<file path="config.mk">
export PLATFORM = sky130hd
export DESIGN_NAME = sw_ctrl_flat
export DESIGN_NICKNAME = d
export VERILOG_FILES = /design/src/rtl/sw_ctrl_pkg.sv /design/src/rtl/sw_ctrl_if.sv /design/src/rtl/sw_ctrl_bcd_mod_cnt.sv /design/src/rtl/sw_ctrl.sv /design/src/flat_wrapper.sv
export SDC_FILE = /design/constraint.sdc
export NUM_CORES = 1
export LEC_CHECK = 0
export CORE_UTILIZATION = 25
export DETAILED_ROUTE_END_ITERATION = 7
export PLACE_DENSITY = 0.46
export SKIP_LAST_GASP = 1
export SLEW_MARGIN = 15
export SYNTH_ARGS = -nofsm -noshare
export SYNTH_HDL_FRONTEND = slang
export SYNTH_HIERARCHICAL = 1
export SYNTH_SLANG_ARGS = --single-unit
</file>
<file path="constraint.sdc">
create_clock -name clk -period 3.7 [get_ports clk]
set_input_delay 0.555 -clock clk [delete_from_list [all_inputs] [get_ports clk]]
set_output_delay 0.555 -clock clk [all_outputs]
set_load 0.005 [all_outputs]
</file>
<file path="src/rtl/sw_ctrl_pkg.sv">
// -----------------------------------------------------------------------------
// sw_ctrl_pkg
//   Shared types and helpers for the stopwatch sequencer.
//   - sw_state_t : FSM state encoding (IDLE, RUN, SPLIT, STOP)
//   - BTN_*      : bit positions inside the 3-bit button event vector
//   - sw_evt_t   : the single event that acts in a given cycle
//   - sel_event  : priority select clear > start > lap (others dropped)
//   - to_bcd2    : constant helper, small integer -> two BCD digits
// -----------------------------------------------------------------------------
package sw_ctrl_pkg;

  typedef enum logic [1:0] {
    IDLE  = 2'd0,
    RUN   = 2'd1,
    SPLIT = 2'd2,
    STOP  = 2'd3
  } sw_state_t;

  localparam int BTN_START = 0;
  localparam int BTN_LAP   = 1;
  localparam int BTN_CLR   = 2;

  typedef struct packed {
    logic start;
    logic lap;
    logic clr;
  } sw_evt_t;

  // Exactly one event survives per cycle; lower-priority bits are discarded,
  // never remembered for a later cycle.
  function automatic sw_evt_t sel_event(input logic [2:0] btn);
    sw_evt_t evt;
    evt.clr   = btn[BTN_CLR];
    evt.start = btn[BTN_START] & ~btn[BTN_CLR];
    evt.lap   = btn[BTN_LAP] & ~btn[BTN_START] & ~btn[BTN_CLR];
    return evt;
  endfunction

  // Only used in constant expressions (counter terminal values, 0..99).
  function automatic logic [7:0] to_bcd2(input int unsigned value);
    return {4'(value / 10), 4'(value % 10)};
  endfunction

endpackage

</file>
<file path="src/rtl/sw_ctrl_if.sv">
// -----------------------------------------------------------------------------
// sw_ctrl_if
//   Button-event / display bundle between the stopwatch sequencer and its
//   surroundings (debouncer on one side, 7-segment driver on the other).
//   btn_evt   [2:0] one-cycle event pulses: [0] start/stop, [1] lap, [2] clear
//   disp_min  [7:0] BCD minutes 00-59
//   disp_sec  [7:0] BCD seconds 00-59
//   disp_cs   [7:0] BCD centiseconds 00-99
//   running         1 in RUN or SPLIT
//   frozen          1 in SPLIT (display held)
//   wrap            one-cycle pulse on 59:59.99 -> 00:00.00
//   modport master : event source / display consumer
//   modport slave  : the sequencer itself
// -----------------------------------------------------------------------------
interface sw_ctrl_if;

  logic [2:0] btn_evt;
  logic [7:0] disp_min;
  logic [7:0] disp_sec;
  logic [7:0] disp_cs;
  logic       running;
  logic       frozen;
  logic       wrap;

  modport master (
    output btn_evt,
    input  disp_min, disp_sec, disp_cs, running, frozen, wrap
  );

  modport slave (
    input  btn_evt,
    output disp_min, disp_sec, disp_cs, running, frozen, wrap
  );

endinterface

</file>
<file path="src/rtl/sw_ctrl_bcd_mod_cnt.sv">
// -----------------------------------------------------------------------------
// bcd_mod_cnt
//   Two-digit BCD counter, 0 .. MOD-1 (MOD in 2..100), counted directly in BCD
//   so no binary-to-BCD conversion is ever needed.
//   clk      in   system clock
//   rst      in   asynchronous active-high reset
//   i_en     in   advance by one
//   i_clr    in   synchronous clear (wins over i_en)
//   o_q      out  [7:4] tens digit, [3:0] units digit
//   o_carry  out  i_en while at MOD-1 (combinational, feeds the next stage)
// -----------------------------------------------------------------------------
module bcd_mod_cnt
  import sw_ctrl_pkg::*;
#(
  parameter int unsigned MOD = 100
) (
  input  logic       clk,
  input  logic       rst,
  input  logic       i_en,
  input  logic       i_clr,
  output logic [7:0] o_q,
  output logic       o_carry
);

  localparam logic [7:0] LAST = to_bcd2(MOD - 1);

  logic [7:0] r_q;
  logic       w_last;

  assign w_last = (r_q == LAST);

  // NOTE: state registers use non-blocking (<=) so every flop samples the
  // pre-edge values of its neighbours, independent of block ordering.
  always_ff @(posedge clk or posedge rst) begin
    if (rst) begin
      r_q <= '0;
    end else if (i_clr) begin
      r_q <= '0;
    end else if (i_en) begin
      if (w_last) begin
        r_q <= '0;
      end else if (r_q[3:0] == 4'd9) begin
        r_q <= {r_q[7:4] + 4'd1, 4'd0};
      end else begin
        r_q <= {r_q[7:4], r_q[3:0] + 4'd1};
      end
    end
  end

  assign o_q     = r_q;
  assign o_carry = i_en & w_last;

endmodule

</file>
<file path="src/rtl/sw_ctrl.sv">
// -----------------------------------------------------------------------------
// sw_ctrl
//   Stopwatch sequencer. Turns debounced button events into a 4-state FSM,
//   gates a CLK_HZ/TICK_HZ prescaler and keeps a BCD mm:ss.cc count with a
//   lap (held) register. All outputs are registered.
//   Parameters: CLK_HZ (system clock), TICK_HZ (count resolution);
//               DIV = CLK_HZ/TICK_HZ must be >= 2.
//   clk   in   system clock, posedge
//   rst   in   asynchronous active-high reset
//   bus   sw_ctrl_if.slave : btn_evt in; disp_min/sec/cs, running, frozen,
//                            wrap out
// -----------------------------------------------------------------------------
module sw_ctrl
  import sw_ctrl_pkg::*;
#(
  parameter int unsigned CLK_HZ  = 50_000_000,
  parameter int unsigned TICK_HZ = 100
) (
  input  logic      clk,
  input  logic      rst,
  sw_ctrl_if.slave  bus
);

  localparam int unsigned DIV   = CLK_HZ / TICK_HZ;
  localparam int unsigned PRE_W = $clog2(DIV);
  localparam logic [PRE_W-1:0] PRE_LAST = PRE_W'(DIV - 1);

  sw_evt_t          w_evt;
  sw_state_t        r_state;
  sw_state_t        w_state_nxt;
  logic [PRE_W-1:0] r_pre;
  logic             w_run;
  logic             w_tick;
  logic             w_clear_all;

  logic [7:0]       w_cs;
  logic [7:0]       w_sec;
  logic [7:0]       w_min;
  logic             w_cs_carry;
  logic             w_sec_carry;
  logic             w_min_carry;
  logic [23:0]      w_count;

  logic [23:0]      r_held;
  logic [23:0]      r_disp;
  logic             r_running;
  logic             r_frozen;
  logic             r_wrap;

  assign w_evt = sel_event(bus.btn_evt);

  // Decisions below use the pre-edge state, so a tick coincident with an
  // event is still applied and a lap captures the pre-tick count.
  assign w_run       = (r_state == RUN) || (r_state == SPLIT);
  assign w_tick      = w_run && (r_pre == PRE_LAST);
  assign w_clear_all = (r_state == STOP) && w_evt.clr;

  // ---------------------------------------------------------------------------
  // FSM
  // ---------------------------------------------------------------------------
  always_comb begin
    // NOTE: default assignment first so no path leaves the next state
    // unassigned, which would infer a latch.
    w_state_nxt = r_state;
    unique case (r_state)
      IDLE: begin
        if (w_evt.start) w_state_nxt = RUN;
      end
      RUN: begin
        if (w_evt.start)    w_state_nxt = STOP;
        else if (w_evt.lap) w_state_nxt = SPLIT;
      end
      SPLIT: begin
        if (w_evt.start)    w_state_nxt = STOP;
        else if (w_evt.lap) w_state_nxt = RUN;
      end
      STOP: begin
        if (w_evt.clr)        w_state_nxt = IDLE;
        else if (w_evt.start) w_state_nxt = RUN;
      end
      default: w_state_nxt = IDLE;
    endcase
  end

  always_ff @(posedge clk or posedge rst) begin
    if (rst) begin
      r_state <= IDLE;
    end else begin
      r_state <= w_state_nxt;
    end
  end

  // ---------------------------------------------------------------------------
  // Prescaler: holds its partial value while stopped so a resume loses nothing.
  // ---------------------------------------------------------------------------
  always_ff @(posedge clk or posedge rst) begin
    if (rst) begin
      r_pre <= '0;
    end else if (w_clear_all) begin
      r_pre <= '0;
    end else if (w_run) begin
      if (w_tick) r_pre <= '0;
      else        r_pre <= r_pre + 1'b1;
    end
  end

  // ---------------------------------------------------------------------------
  // Time count: cs -> sec -> min ripple of enables, carries are same-cycle.
  // ---------------------------------------------------------------------------
  bcd_mod_cnt #(.MOD(100)) u_cs (
    .clk     (clk),
    .rst     (rst),
    .i_en    (w_tick),
    .i_clr   (w_clear_all),
    .o_q     (w_cs),
    .o_carry (w_cs_carry)
  );

  bcd_mod_cnt #(.MOD(60)) u_sec (
    .clk     (clk),
    .rst     (rst),
    .i_en    (w_cs_carry),
    .i_clr   (w_clear_all),
    .o_q     (w_sec),
    .o_carry (w_sec_carry)
  );

  bcd_mod_cnt #(.MOD(60)) u_min (
    .clk     (clk),
    .rst     (rst),
    .i_en    (w_sec_carry),
    .i_clr   (w_clear_all),
    .o_q     (w_min),
    .o_carry (w_min_carry)
  );

  assign w_count = {w_min, w_sec, w_cs};

  // ---------------------------------------------------------------------------
  // Lap register
  // ---------------------------------------------------------------------------
  always_ff @(posedge clk or posedge rst) begin
    if (rst) begin
      r_held <= '0;
    end else if (w_clear_all) begin
      r_held <= '0;
    end else if ((r_state == RUN) && w_evt.lap) begin
      r_held <= w_count;
    end
  end

  // ---------------------------------------------------------------------------
  // Output registers. The display mux keys off the state (not r_frozen) so the
  // held value appears in the same cycle frozen rises.
  // ---------------------------------------------------------------------------
  always_ff @(posedge clk or posedge rst) begin
    if (rst) begin
      r_disp    <= '0;
      r_running <= 1'b0;
      r_frozen  <= 1'b0;
      r_wrap    <= 1'b0;
    end else begin
      r_disp    <= (r_state == SPLIT) ? r_held : w_count;
      r_running <= w_run;
      r_frozen  <= (r_state == SPLIT);
      r_wrap    <= w_min_carry;
    end
  end

  assign bus.disp_min = r_disp[23:16];
  assign bus.disp_sec = r_disp[15:8];
  assign bus.disp_cs  = r_disp[7:0];
  assign bus.running  = r_running;
  assign bus.frozen   = r_frozen;
  assign bus.wrap     = r_wrap;

endmodule

</file>
<file path="src/flat_wrapper.sv">
// flat-port wrapper written by rule: the top's interface ports become plain ports
module sw_ctrl_flat import sw_ctrl_pkg::*;
#(
  parameter int unsigned CLK_HZ  = 50_000_000,
  parameter int unsigned TICK_HZ = 100
)
  (clk, rst, bus_btn_evt, bus_disp_min, bus_disp_sec, bus_disp_cs, bus_running, bus_frozen, bus_wrap);
  sw_ctrl_if bus_i ();
  input  logic clk;
  input  logic rst;
  input wire logic [$bits(bus_i.btn_evt)-1:0] bus_btn_evt;
  output wire logic [$bits(bus_i.disp_min)-1:0] bus_disp_min;
  output wire logic [$bits(bus_i.disp_sec)-1:0] bus_disp_sec;
  output wire logic [$bits(bus_i.disp_cs)-1:0] bus_disp_cs;
  output wire logic [$bits(bus_i.running)-1:0] bus_running;
  output wire logic [$bits(bus_i.frozen)-1:0] bus_frozen;
  output wire logic [$bits(bus_i.wrap)-1:0] bus_wrap;
  assign bus_i.btn_evt = bus_btn_evt;
  assign bus_disp_min = bus_i.disp_min;
  assign bus_disp_sec = bus_i.disp_sec;
  assign bus_disp_cs = bus_i.disp_cs;
  assign bus_running = bus_i.running;
  assign bus_frozen = bus_i.frozen;
  assign bus_wrap = bus_i.wrap;
  sw_ctrl #(.CLK_HZ(CLK_HZ), .TICK_HZ(TICK_HZ)) u_core (.clk(clk), .rst(rst), .bus(bus_i));
endmodule
</file>
======== Yosys cells after proc, flatten, opt, wreduce, memory -nomap -nowiden ========
Cells that the tools add are included.
storage, ports and cells
  register bits after elaboration ......... 96
  bits in latches ......................... 0
  memory bits (writable) .................. 0
  memory bits (read-only) ................. 0
  input port bits ......................... 5
  output and inout bits ................... 27
  logic and storage cells ................. 82
  memories ................................ 0
cells by class
  add/subtract/negate cells ............... 7
  multiply operators ...................... 0
  div/mod/pow operators ................... 0
  magnitude comparators ................... 0
  eq/ne operators ......................... 12
  shifts and indexed selects .............. 0
  muxes and demuxes ....................... 25
  bitwise gates (word level) .............. 8
  reduce and logical (&&, ||, !) cells .... 17
operators by type and width
  operator                 number
  $mux W8                  12
  $mux W24                 3
  $mux W19                 3
  $add A4 B1 Y4 const B    6
  $add A19 B1 Y19 const B  1
  $eq A19 B19 Y1 const B   1
  $eq A8 B7 Y1 const B     2
  $eq A4 B4 Y1 const B     3
  $mux W2                  6
  $reduce_bool A2 Y1       5
  $reduce_bool A3 Y1       3
  $eq A8 B8 Y1 const B     1
  $pmux W2 S4              1
  $reduce_and A2 Y1        4
  $and A1 B1 Y1            6
  $ne A3 B1 Y1 const B     2
  $eq A2 B2 Y1 const B     2
  $logic_and A1 B1 Y1      3
  $eq A2 B1 Y1 const B     1
  $logic_not A2 Y1         1
  $not A1 Y1               2
  $logic_or A1 B1 Y1       1

======== Longest topological paths before layout ========
Gate-level depths: netlist of the first run.
  depth in word-level cells ............... 7
  mapped depth ............................ 12
  gate-level depth less buffers ........... 11

======== Cells and area by module ========
The synthesis of the first run kept the hierarchy.
by module, submodules not included
  module                           times used  cells an instance  area each (µm²)  seq. area each (µm²)
  sw_ctrl                          1           293                3155.5           1801.7
  bcd_mod_cnt at u_core.u_min ...  2           51                 493.0            200.2
  bcd_mod_cnt at u_core.u_cs       1           52                 490.5            200.2

======== Worst setup path before layout of the first run ========
Ideal clock, no wire load.
  kind .................................... register to register
  start ................................... reg u_core.r_pre[9]
  end ..................................... reg u_core.u_min.r_q[7], in the netlist u_core/u_min/o_q[7]
  library setup time ...................... 78 ps
  arrival ................................. 3777 ps
  data required time ...................... 3622 ps
  slack ................................... -154 ps
  stages on the path, launching flop included .. 11
  path buffers ............................ 1
  clock period less this slack ............ 3854 ps
  path through ............................ dfrtp_1 clkbuf_1 or4_1 nor4_1 nand4b_2 nor3_1 nand4b_2 nor2_1 nand4b_2 or4b_1 a21oi_1
between the ends
  longest elaborated chain between the ends .. 6
ends and longest elaborated chain
  element                              RTL line                   source
  start, declared                      sw_ctrl.sv:31              logic [PRE_W-1:0] r_pre;
  start signal, assigned               sw_ctrl.sv:103             else r_pre <= r_pre + 1'b1;
  $eq A19 B19 Y1                       sw_ctrl.sv:55              assign w_tick = w_run && (r_pre == PRE_LAST);
  $logic_and A1 B1 Y1                  sw_ctrl.sv:55
  named net u_core.w_tick              sw_ctrl.sv:33              logic w_tick;
  $and A1 B1 Y1                        sw_ctrl_bcd_mod_cnt.sv:51  assign o_carry = i_en & w_last;
  named net u_core.w_cs_carry          sw_ctrl.sv:39              logic w_cs_carry;
  $and A1 B1 Y1                        sw_ctrl_bcd_mod_cnt.sv:51
  named net u_core.w_sec_carry         sw_ctrl.sv:40              logic w_sec_carry;
  $reduce_bool A2 Y1 (no source line)  n/a
  $reduce_and A2 Y1 (no source line)   n/a
  end signal, assigned                 sw_ctrl_bcd_mod_cnt.sv:43  r_q <= {r_q[7:4] + 4'd1, 4'd0};
  end signal, assigned                 sw_ctrl_bcd_mod_cnt.sv:45  r_q <= {r_q[7:4], r_q[3:0] + 4'd1};
  end, declared                        sw_ctrl_bcd_mod_cnt.sv:27  logic [7:0] r_q;
The timed path passes the listed nets, and every way through them passes these cells.
A chain may end at the register's enable or synchronous reset.

======== Worst setup path after layout of the first run ========
  start ................................... reg u_core.r_pre[5]
  end ..................................... reg u_core.u_min.r_q[7], in the netlist u_core/u_min/o_q[7]
The elaborated chain is that of the path after synthesis.

==> results of run 1 <==
## per-layer routing
metal  vias to the layer above  wire length, um
met2                        60             4460
met3                        15              353
met1                      1624             4950
met4                         0              210
li1                       1640                -
met5                         -                0
## placed cells by master (no fill, tap or decap), types with 10 or more instances in the layout
cell,netlist,routed
o21ai_0,37,37
inv_1,16,15
nor2_1,18,18
mux2_2,24,24
ha_1,17,17
nand2_1,71,71
nand3_1,10,10
a21oi_1,19,19
clkdlybuf4s50_1,0,31
dfrtp_1,96,96
nand3b_1,18,18
## flip-flops by register name, indices dropped and copies added (netlist names)
signal	cells
u_core/u_min/o_q	8
u_core/bus.wrap	1
u_core/u_cs/o_q	8
u_core/u_sec/o_q	8
u_core/bus.running	1
u_core/r_held	24
u_core/r_state	2
u_core/r_disp	24
u_core/bus.frozen	1
u_core/r_pre	19
## metrics by stage
step                      setup WS [ns]  hold slack [ns]
final                             0.487            0.510
after global routing              0.120            0.521
after CTS                         0.441            0.510
after detailed placement          0.450            0.488
after global placement            0.459            0.491
after floorplan                  0.0757            0.371
## worst reg2reg max path, cell delays in order, from the launching register on
cell and delay, ns:
dfrtp_1 0.45, or4_1 0.56, nor4_2 0.24, buf_4 0.20
nand4b_2 0.16, nor3_1 0.31, nand4b_2 0.19, nor2_1 0.24
nand4b_2 0.17, or4b_1 0.52, a21oi_1 0.13
## area by class of cell
type	count	area share
multi-input cells	317	0.381
repair buffers	41	0.0718
flip-flops and latches	96	0.433
inverters	16	0.0108
clock inverters	4	0.00519
clock buffers	12	0.0463
well taps	229	0.0517
## power by group through the flow
stage | Sequential (uW) | Clock, uW | Combinational, uW
floorplan | 1640 | 0 | 672
global placement | 1710 | 0 | 1050
detailed placement | 1720 | 0 | 1060
CTS | 1710 | 936 | 1070
global route | 1770 | 977 | 1210
finish | 1700 | 899 | 1060
## kinds of logic (layout without fill, tap and decap cells)
| kind of cell | count (synthesis) | in the layout | synth area share |
|---|---|---|---|
| buffers and inverters | 34 | 73 | 0.0278 |
| AND/OR/NAND/NOR | 178 | 178 | 0.218 |
| adder cells (fa/ha/maj) | 17 | 17 | 0.0459 |
| XOR/XNOR | 11 | 11 | 0.0208 |
| flip-flops | 96 | 96 | 0.519 |
| multiplexers | 27 | 27 | 0.0648 |
| AO/OA/AOI/OAI | 84 | 84 | 0.104 |
## worst max-delay path by stage
stage                                 endpoint  slack [ns]  depth (start not counted)
3_5_place_dp   u_core/u_min/o_q[7]$_DFFE_PP0P_        0.45                         10
4_1_cts        u_core/u_min/o_q[7]$_DFFE_PP0P_        0.44                         10
2_1_floorplan  u_core/u_min/o_q[7]$_DFFE_PP0P_        0.08                         10
6_report       u_core/u_min/o_q[7]$_DFFE_PP0P_        0.49                         10
3_3_place_gp   u_core/u_min/o_q[7]$_DFFE_PP0P_        0.46                         10
5_1_grt        u_core/u_min/o_q[7]$_DFFE_PP0P_        0.12                         11
==> impl_results.md, run 1 <==
* Hold WC Path Type: flop to flop
* Internal power at 2460 uW
* Met3 usage at 0.0281
* Vias at 3339
* Top_reg_cell synth: dfrtp_1
* Switching Fraction at 0.329
* R2R Setup Slk at 0.49 ns
* All-Layer GR Usage at 0.114
* Synth area leader: dfrtp_1
* Nets at 503
* Clock root buffer: clkbuf_16
* Port Buf Inserts at 31
* Maximum VDD drop at 246 uV
* Async SR Flop Fraction at 1.00
* Post-DP Area at 5260 um^2
* I/O pin total at 32
* Sequential area share after synthesis at 0.519
* HPWL Detailed at about 6400 um
* Largest net degree at the start of global routing at 68
* CP max stage cell: or4_1
* Non-filler cells, final at 715
* Row Count at 49
* CTS Hold Buffers Added at 0
* Synth Cell Area at between 4000 and 5000 um^2
* GR Overflow Total at 0
* Most frequent cells after synthesis: 96 x dfrtp_1, 71 x nand2_1, 37 x o21ai_0
* Synth unique cells at 46
* Area fraction of the dominant cell type after synthesis at 0.519
* Global-route met2 utilization at 0.173
* Synth area leaders: dfrtp_1 52%, mux2_2 5.8%, nand2_1 5.8%, ha_1 4.6%, o21ai_0 4.0%
* RSZ-0062 raised after global routing: false
* GRT busiest layer: met2
* Setup crit start: u_core/r_pre[5]$_DFFE_PP0P_
* Hold worst-path end: u_core/r_held[14]$_DFFE_PP0P_
* Post-CTS setup buffers at 0
* HP Start: u_core/r_held[14]$_DFFE_PP0P_
* Clock share of power at 0.246
* Max-Cap Viols at 0
* Die area at 19100 um^2
* Area Overhead vs Synth at 19.7%
* Final Skew at 0.00755 ns
* R2R cell count at 10
* Most common cell in the synthesized netlist: dfrtp_1
* Layout cells sized above 1 at 0.123
* M1 GR Usage at 0.153
* Worst skew pair latency at 0.35 ns
* RePlAce Congestion at 0.824
* CP max FO at 9
* Syn_nets at 469
* Final slew viol count at 0
* Ys Warns at 6
* Initial Utilization at 0.256
* Post-route cell area at around 5500 um^2
* Vias/cell at around 4.7
* F_max at 0.311 GHz
* Num CTS Buffers at 9
* Gate power share at 0.289
* Setup crit end kind: flop
* Clk pin slew, worst setup/hold paths at 0.07 ns
* DIE WIDTH at 138 um
* RR Endpoint: u_core/u_min/o_q[7]$_DFFE_PP0P_
* 1st-pass router iterations at 6
* Final hold vios at 0
* Global-route wire length before repair at between 15000 and 20000 um
* Setup TNS at 0 ns
* Chip Height at 138 um
* DRT iter0 DRCs at around 220
* Residual DRC at 9
* Placed Cells at ~700
* Antenna violations before repair at 0
* CP Launch Type: flop
* Max stage delay on crit path at about 0.56 ns
* Slew @ Worst Pin at 0.904 ns
* Post-CTS Resized at 0
* Outcome: complete, but fails checks
* Syn avg cell area at around 10 um^2
* Period utilisation layout at 0.868
* Mapped Cells at around 450
* Crit Path Category: flop to flop
* Hold Path Cell Cnt at 2
* Pwr Density at 660 nW/um^2
* Max_slew headroom at 0.396
* Top cell by count, worst path: nand4b_2
* FF+latch count, synth at 96
* CTS Sinks at 96
* Critical path required time at 3.98 ns
* Vias in the first global route at 3290
* N_diodes at 0
* TritonCTS clock tree: built
* Area taken by multi-input logic gates at 2110 um^2
* Seq pwr share at 0.466
* Routed length per instance at 14.0 um
* Final setup violation count at 0
* Bufs on Longest Clock Path at 2
* Net Switching at 1200 uW
* Overall power at about 3700 uW
* Leakage power at 0.00230 uW
* Critical R2R Launch: u_core/r_pre[5]$_DFFE_PP0P_
* Final wirelength at 9980 um
* H-tree depth at 3
* Number of enable flip-flop cells after synthesis at 0
* ANT nets after route at 0
* Area of the core at approximately 18000 um^2
* Sequential Area at between 2000 and 2500 um^2
* Worst-path cell chain: or4_1, nor4_2, buf_4, nand4b_2, nor3_1, nand4b_2, nor2_1, nand4b_2, or4b_1, a21oi_1
* Minimum clock period at around 3.2 ns
* Failing checks: DRC
* FILL cells at 1837
* Core Util, Final at 0.307
* Buf/Inv on CP at 1
* Arr. time, crit path at 3.49 ns
* Crit path max-delay family: simple AND/OR/NAND/NOR gates
No activity file was read; power rests on OpenSTA's default activity.
==> inputs of run 2 (changes only) <==
--- a/config.mk
+++ b/config.mk
@@ -5,7 +5,9 @@
 export SDC_FILE = /design/constraint.sdc
 export NUM_CORES = 1
 export LEC_CHECK = 0
+export ABC_AREA = 1
 export CORE_UTILIZATION = 25
+export CTS_CLUSTER_SIZE = 24
 export DETAILED_ROUTE_END_ITERATION = 7
 export PLACE_DENSITY = 0.46
 export SKIP_LAST_GASP = 1
==> impl_results.md, run 2 <==
* Residual DRC at 0
* Nets at 646
* N_diodes at 0
* Outcome: finished, final reports clean
* Top_reg_cell synth: dfrtp_1
* Synth Cell Area at 4900 um^2
* Row Count at 50
* F_max at 0.314 GHz
* Async SR Flop Fraction at 1.00
* Setup TNS at 0 ns
* Seq pwr share at 0.451
* Max-Cap Viols at 0
* Minimum clock period at 3.18 ns
* Hold WC Path Type: flop to flop
* Post-CTS Resized at 0
* DIE WIDTH at 142 um
* Internal power at 1870 uW
* Num CTS Buffers at 9
* Ys Warns at 6
* Number of enable flip-flop cells after synthesis at 0
* All-Layer GR Usage at 0.118
* Most common cell in the synthesized netlist: nand2_1
* Overall power at 2800 uW
* Slew @ Worst Pin at 0.700 ns
* Net Switching at 937 uW
* Synth unique cells at 30
* Final wirelength at 10700 um
* Post-DP Area at 5520 um^2
* Syn_nets at 613
* RePlAce Congestion at 0.828
* I/O pin total at 32
* ANT nets after route at 0
* Initial Utilization at 0.258
* Worst hold slack at 0.484 ns
* Setup crit start: u_core/r_state[0]$_DFFE_PP0P_
* Syn avg cell area at 8.28 um^2
* Max_slew headroom at 0.533
* Arr. time, crit path at 3.47 ns
* Routed length per instance at approximately 12 um
* Gate power share at 0.218
* Core Util, Final at 0.306
* 1st-pass router iterations at 5
* Post-route cell area at between 5000 and 6000 um^2
* Switching Fraction at 0.334
* Synth area leader: dfrtp_1
* Post-CTS setup buffers at 0
* Vias/cell at 4.27
* H-tree depth at 3
* Final setup violation count at 0
* Area fraction of the dominant cell type after synthesis at 0.491
* Most common cell after layout, fill and taps aside: nand2_1
* RSZ-0062 raised after global routing: false
* Most frequent cells in the layout: 128 x nand2_1, 96 x dfrtp_1, 76 x inv_1
* Layout cells sized above 1 at 0.113
* Area of the core at between 15000 and 20000 um^2
* Leakage power at 0.00267 uW
* Worst skew pair latency at about 0.35 ns
* Global-route wire length before repair at 18400 um
* Largest registers: u_core/r_disp: 24 flops, u_core/r_held: 24 flops, u_core/r_pre: 19 flops
* Clock root buffer: clkbuf_16
* DRT iter0 DRCs at ~240
* Clk pin slew, worst setup/hold paths at about 0.07 ns
* CP max FO at 6
* Critical path required time at 3.99 ns
* TritonCTS clock tree: built
* Die area at around 20000 um^2
* Maximum VDD drop at 173 uV
* Port Buf Inserts at 31
* Max stage delay on crit path at 0.54 ns
* Sequential area share after synthesis at 0.491
* Pwr Density at 482 nW/um^2
* Synth area leaders: dfrtp_1 49%, nand2_1 9.8%, inv_1 5.9%, o21ai_0 5.8%, nand3_1 4.7%
* FF+latch count, synth at 96
* Worst-path cell chain: inv_1, ha_1, nand2_1, nor4_1, inv_2, nor3_1, inv_2, nor3_1, inv_2, nor2_4, nand2_2, nor2_4, nand2_1, nand2_1
* CTS Sinks at 96
* Crit Path Category: flop to flop
* Setup crit end kind: flop
* Period utilisation layout at 0.860
* Vias in the first global route at 3733
* Area Overhead vs Synth at 18.7%
* Final slew viol count at 0
* CP Launch Type: flop
* Final Skew at approximately 0.011 ns
* Chip Height at 142 um
* Mapped Cells at 591
* Largest net degree at the start of global routing at 50
* Clock share of power at 0.332
* CTS Hold Buffers Added at 0
* Antenna violations before repair at 0
* HP Start: u_core/r_held[16]$_DFFE_PP0P_
* GR Overflow Total at 0
* Final hold vios at 0
* Critical R2R Launch: u_core/r_state[0]$_DFFE_PP0P_
* HPWL Detailed at 7700 um
* Vias at 3797
* Bufs on Longest Clock Path at 2
* CP max stage cell: nor4_1
* Most frequent cells after synthesis: 128 x nand2_1, 96 x dfrtp_1, 77 x inv_1
## run 2: cell type report
type / count / area (um^2)
inverters: 91 / 342
clock inverters: 6 / 65.1
fillers: 1989 / 13100
multi-input cells: 390 / 2090
well taps: 260 / 325
flip-flops and latches: 96 / 2400
clock buffers: 10 / 229
repair buffers: 36 / 360
## run 2: worst paths after layout
| path | cells after the start | slack (ns) | to |
|---|---|---|---|
| min reg2reg | 2 | 0.48 | u_core/r_disp[16]$_DFF_PP0_ |
| max in group asynchronous | 3 | 2.28 | u_core/bus.running$_DFF_PP0_ |
| min | 2 | 0.48 | u_core/r_disp[16]$_DFF_PP0_ |
| max | 14 | 0.52 | u_core/u_min/o_q[7]$_DFFE_PP0P_ |
| min in group asynchronous | 2 | 0.60 | u_core/u_min/o_q[2]$_DFFE_PP0P_ |
| max reg2reg | 14 | 0.52 | u_core/u_min/o_q[7]$_DFFE_PP0P_ |
## run 2: power by group through the flow
stage,clock [uW],sequential [uW],combinational [uW]
5_1_grt,1010,1280,694
3_3_place_gp,0,1280,608
6_report,930,1260,610
3_5_place_dp,0,1280,613
2_1_floorplan,0,1250,471
4_1_cts,970,1260,617
## run 2: layer usage
metal | vias up | GRT usage | part of all wire
li1 | 1949 | - | -
met1 | 1770 | 0.155 | 0.48
met2 | 67 | 0.186 | 0.46
met3 | 11 | 0.0188 | 0.031
met4 | 0 | 0.0611 | 0.021
met5 | - | 0 | 0
## run 2: kinds of logic after synthesis
group / after synthesis / synth area share
AO/OA/AOI/OAI: 72 / 0.0772
XOR/XNOR: 8 / 0.0143
adder cells (fa/ha/maj): 17 / 0.0434
buffers and inverters: 105 / 0.0833
flip-flops: 96 / 0.491
AND/OR/NAND/NOR: 293 / 0.291
## run 2: worst max-delay path: cells and delay by family (launching register included)
kind | cells | cell delay, ns
adders and majority gates | 1 | 0.40
buffers and inverters | 4 | 0.49
DFF | 1 | 0.41
and+or+nand+nor | 9 | 1.82
## run 2: metrics by stage
step	setup slack, ns	std cells
after floorplan	0.965	591
after global placement	0.613	873
after detailed placement	0.520	873
after CTS	0.500	889
after global routing	0.176	889
final	0.519	889
==> inputs of run 3 (changes only) <==
==> constraint.sdc (replaced) <==
create_clock -name clk -period 2.63 [get_ports clk]
set_input_delay 0.3945 -clock clk [delete_from_list [all_inputs] [get_ports clk]]
set_output_delay 0.3945 -clock clk [all_outputs]
set_load 0.005 [all_outputs]
==> impl_results.md, run 3 (synthesized netlist as in run 2, its figures left out) <==
* Switching Fraction at 0.336
* CP max FO at 4
* Overall power at just over 4000 uW
* TritonCTS clock tree: built
* Row Count at 50
* Period utilisation layout at 0.892
* Placed Cells at 885
* Crit Path Category: flop to flop
* Nets at approximately 660
* F_max at 0.426 GHz
* Most frequent cells in the layout: 128 x nand2_1, 96 x dfrtp_1, 76 x inv_1
* ANT nets after route at 0
* CP Launch Type: flop
* Area Overhead vs Synth at 21.7%
* Die area at between 20000 and 25000 um^2
* Largest net degree at the start of global routing at 73
* Port Buf Inserts at 31
* Net Switching at 1380 uW
* Core Util, Final at 0.314
* Critical path required time at 2.92 ns
* Routed length per instance at 11.9 um
* RSZ-0062 raised after global routing: false
* Final slew viol count at 0
* DRT iter0 DRCs at between 200 and 250
* Vias/cell at 4.32
* Minimum clock period at 2.35 ns
* I/O pin total at 32
* Most common cell after layout, fill and taps aside: nand2_1
* Seq pwr share at 0.429
* Global-route wire length before repair at 18600 um
* Final wirelength at 10700 um
* CTS Hold Buffers Added at 0
* Chip Height at 142 um
* Non-filler cells, final at 902
* Largest registers: u_core/r_disp: 24 flops, u_core/r_held: 24 flops, u_core/r_pre: 19 flops
* Internal power at 2720 uW
* Arr. time, crit path at between 2 and 3 ns
* Area of the core at 19000 um^2
* Bufs on Longest Clock Path at 2
* RePlAce Congestion at 0.811
* HPWL Detailed at just under 8000 um
* Pwr Density at between 600 and 700 nW/um^2
* Residual DRC at 0
* Worst skew pair latency at 0.35 ns
* Final Skew at 0.0122 ns
* Hold WC Path Type: input port to async pin
* Leakage power at 0.00276 uW
* Clock share of power at 0.336
* Vias at 3896
* Clk pin slew, worst setup/hold paths at 0.07 ns
* N_diodes at 0
* Setup crit end kind: flop
* Initial Utilization at 0.258
* Max_slew headroom at 0.732
* Antenna violations before repair at 0
* GR Overflow Total at 0
* Maximum VDD drop at ~260 uV
* Final setup violation count at 0
* Vias in the first global route at 3767
* Num CTS Buffers at 9
* Slew @ Worst Pin at approximately 0.40 ns
* Final hold vios at 0
* Layout cells sized above 1 at 0.139
* DIE WIDTH at between 100 and 150 um
* Clock root buffer: clkbuf_16
* Max-Cap Viols at 0
* Gate power share at 0.235
* All-Layer GR Usage at 0.118
* Outcome: finished, final reports clean
* 1st-pass router iterations at 4
* CTS Sinks at 96
* H-tree depth at 3
[run 3: final timing paths]
path | from | to | slack, ns | depth (start not counted)
min reg2reg | u_core/r_held[21]$_DFFE_PP0P_ | u_core/r_disp[21]$_DFF_PP0_ | 0.48 | 2
max | u_core/r_pre[0]$_DFFE_PP0P_ | u_core/u_min/o_q[5]$_DFFE_PP0P_ | 0.28 | 15
max in group asynchronous | rst | u_core/r_pre[9]$_DFFE_PP0P_ | 1.74 | 3
min | rst | u_core/u_min/o_q[1]$_DFFE_PP0P_ | 0.43 | 2
max reg2reg | u_core/r_pre[0]$_DFFE_PP0P_ | u_core/u_min/o_q[5]$_DFFE_PP0P_ | 0.28 | 15
min in group clk | u_core/r_held[21]$_DFFE_PP0P_ | u_core/r_disp[21]$_DFF_PP0_ | 0.48 | 2
[run 3: what timing repair did]
| item | 4_1_cts | 5_1_grt |
|---|---|---|
| pin swaps | 0 | 1 |
| buffers inserted | 0 | 1 |
| gates resized for setup | 2 | 2 |
| setup endpoints to repair | 7 | 8 |
| gates cloned | 0 | 0 |
[run 3: cell type report]
cell class | count | area (um^2)
Multi-Input combinational cell | 390 | 2120
Fill cell | 1970 | 13000
Inverter | 91 | 342
Sequential cell | 96 | 2400
Clock inverter | 6 | 73.8
Tap cell | 260 | 325
Clock buffer | 10 | 239
Timing Repair Buffer | 49 | 458
[run 3: stage by stage]
stage	setup slack [ns]	hold WS (ns)	TNS [ns]	area, um^2
2_1_floorplan	0.0878	0.210	0	4910
4_1_cts	0.0554	0.436	0	5940
5_1_grt	0.0118	0.454	0	5960
3_5_place_dp	-0.0109	0.471	-0.0255	5620
3_3_place_gp	0.0673	0.466	0	5620
6_report	0.285	0.428	0	5960
[run 3: critical path, stage by stage (launching register included)]
cell and delay, ns:
dfrtp_1 0.40, ha_2 0.23, nand2_2 0.08, nor2_4 0.14, nand2_1 0.12, nor4_4 0.20, inv_2 0.07, nor3_2 0.23
inv_2 0.08, nor3_4 0.22, inv_2 0.10, nor2_4 0.10, nand2_2 0.07, nor2_4 0.12, nand2_1 0.06, nand2_1 0.05
[run 3: per-layer routing]
metal,global-route usage,vias to the layer above,wire [um]
met5,0,-,0
met2,0.180,57,4890
met3,0.0182,17,317
met4,0.0634,0,276
met1,0.160,1850,5260
li1,-,1972,-
[run 3: power by group through the flow]
stage | clock network [uW] | registers [uW] | logic (uW)
3_3_place_gp | 0 | 1780 | 953
6_report | 1380 | 1760 | 965
4_1_cts | 1440 | 1760 | 976
5_1_grt | 1500 | 1780 | 1110
3_5_place_dp | 0 | 1780 | 967
2_1_floorplan | 0 | 1760 | 666
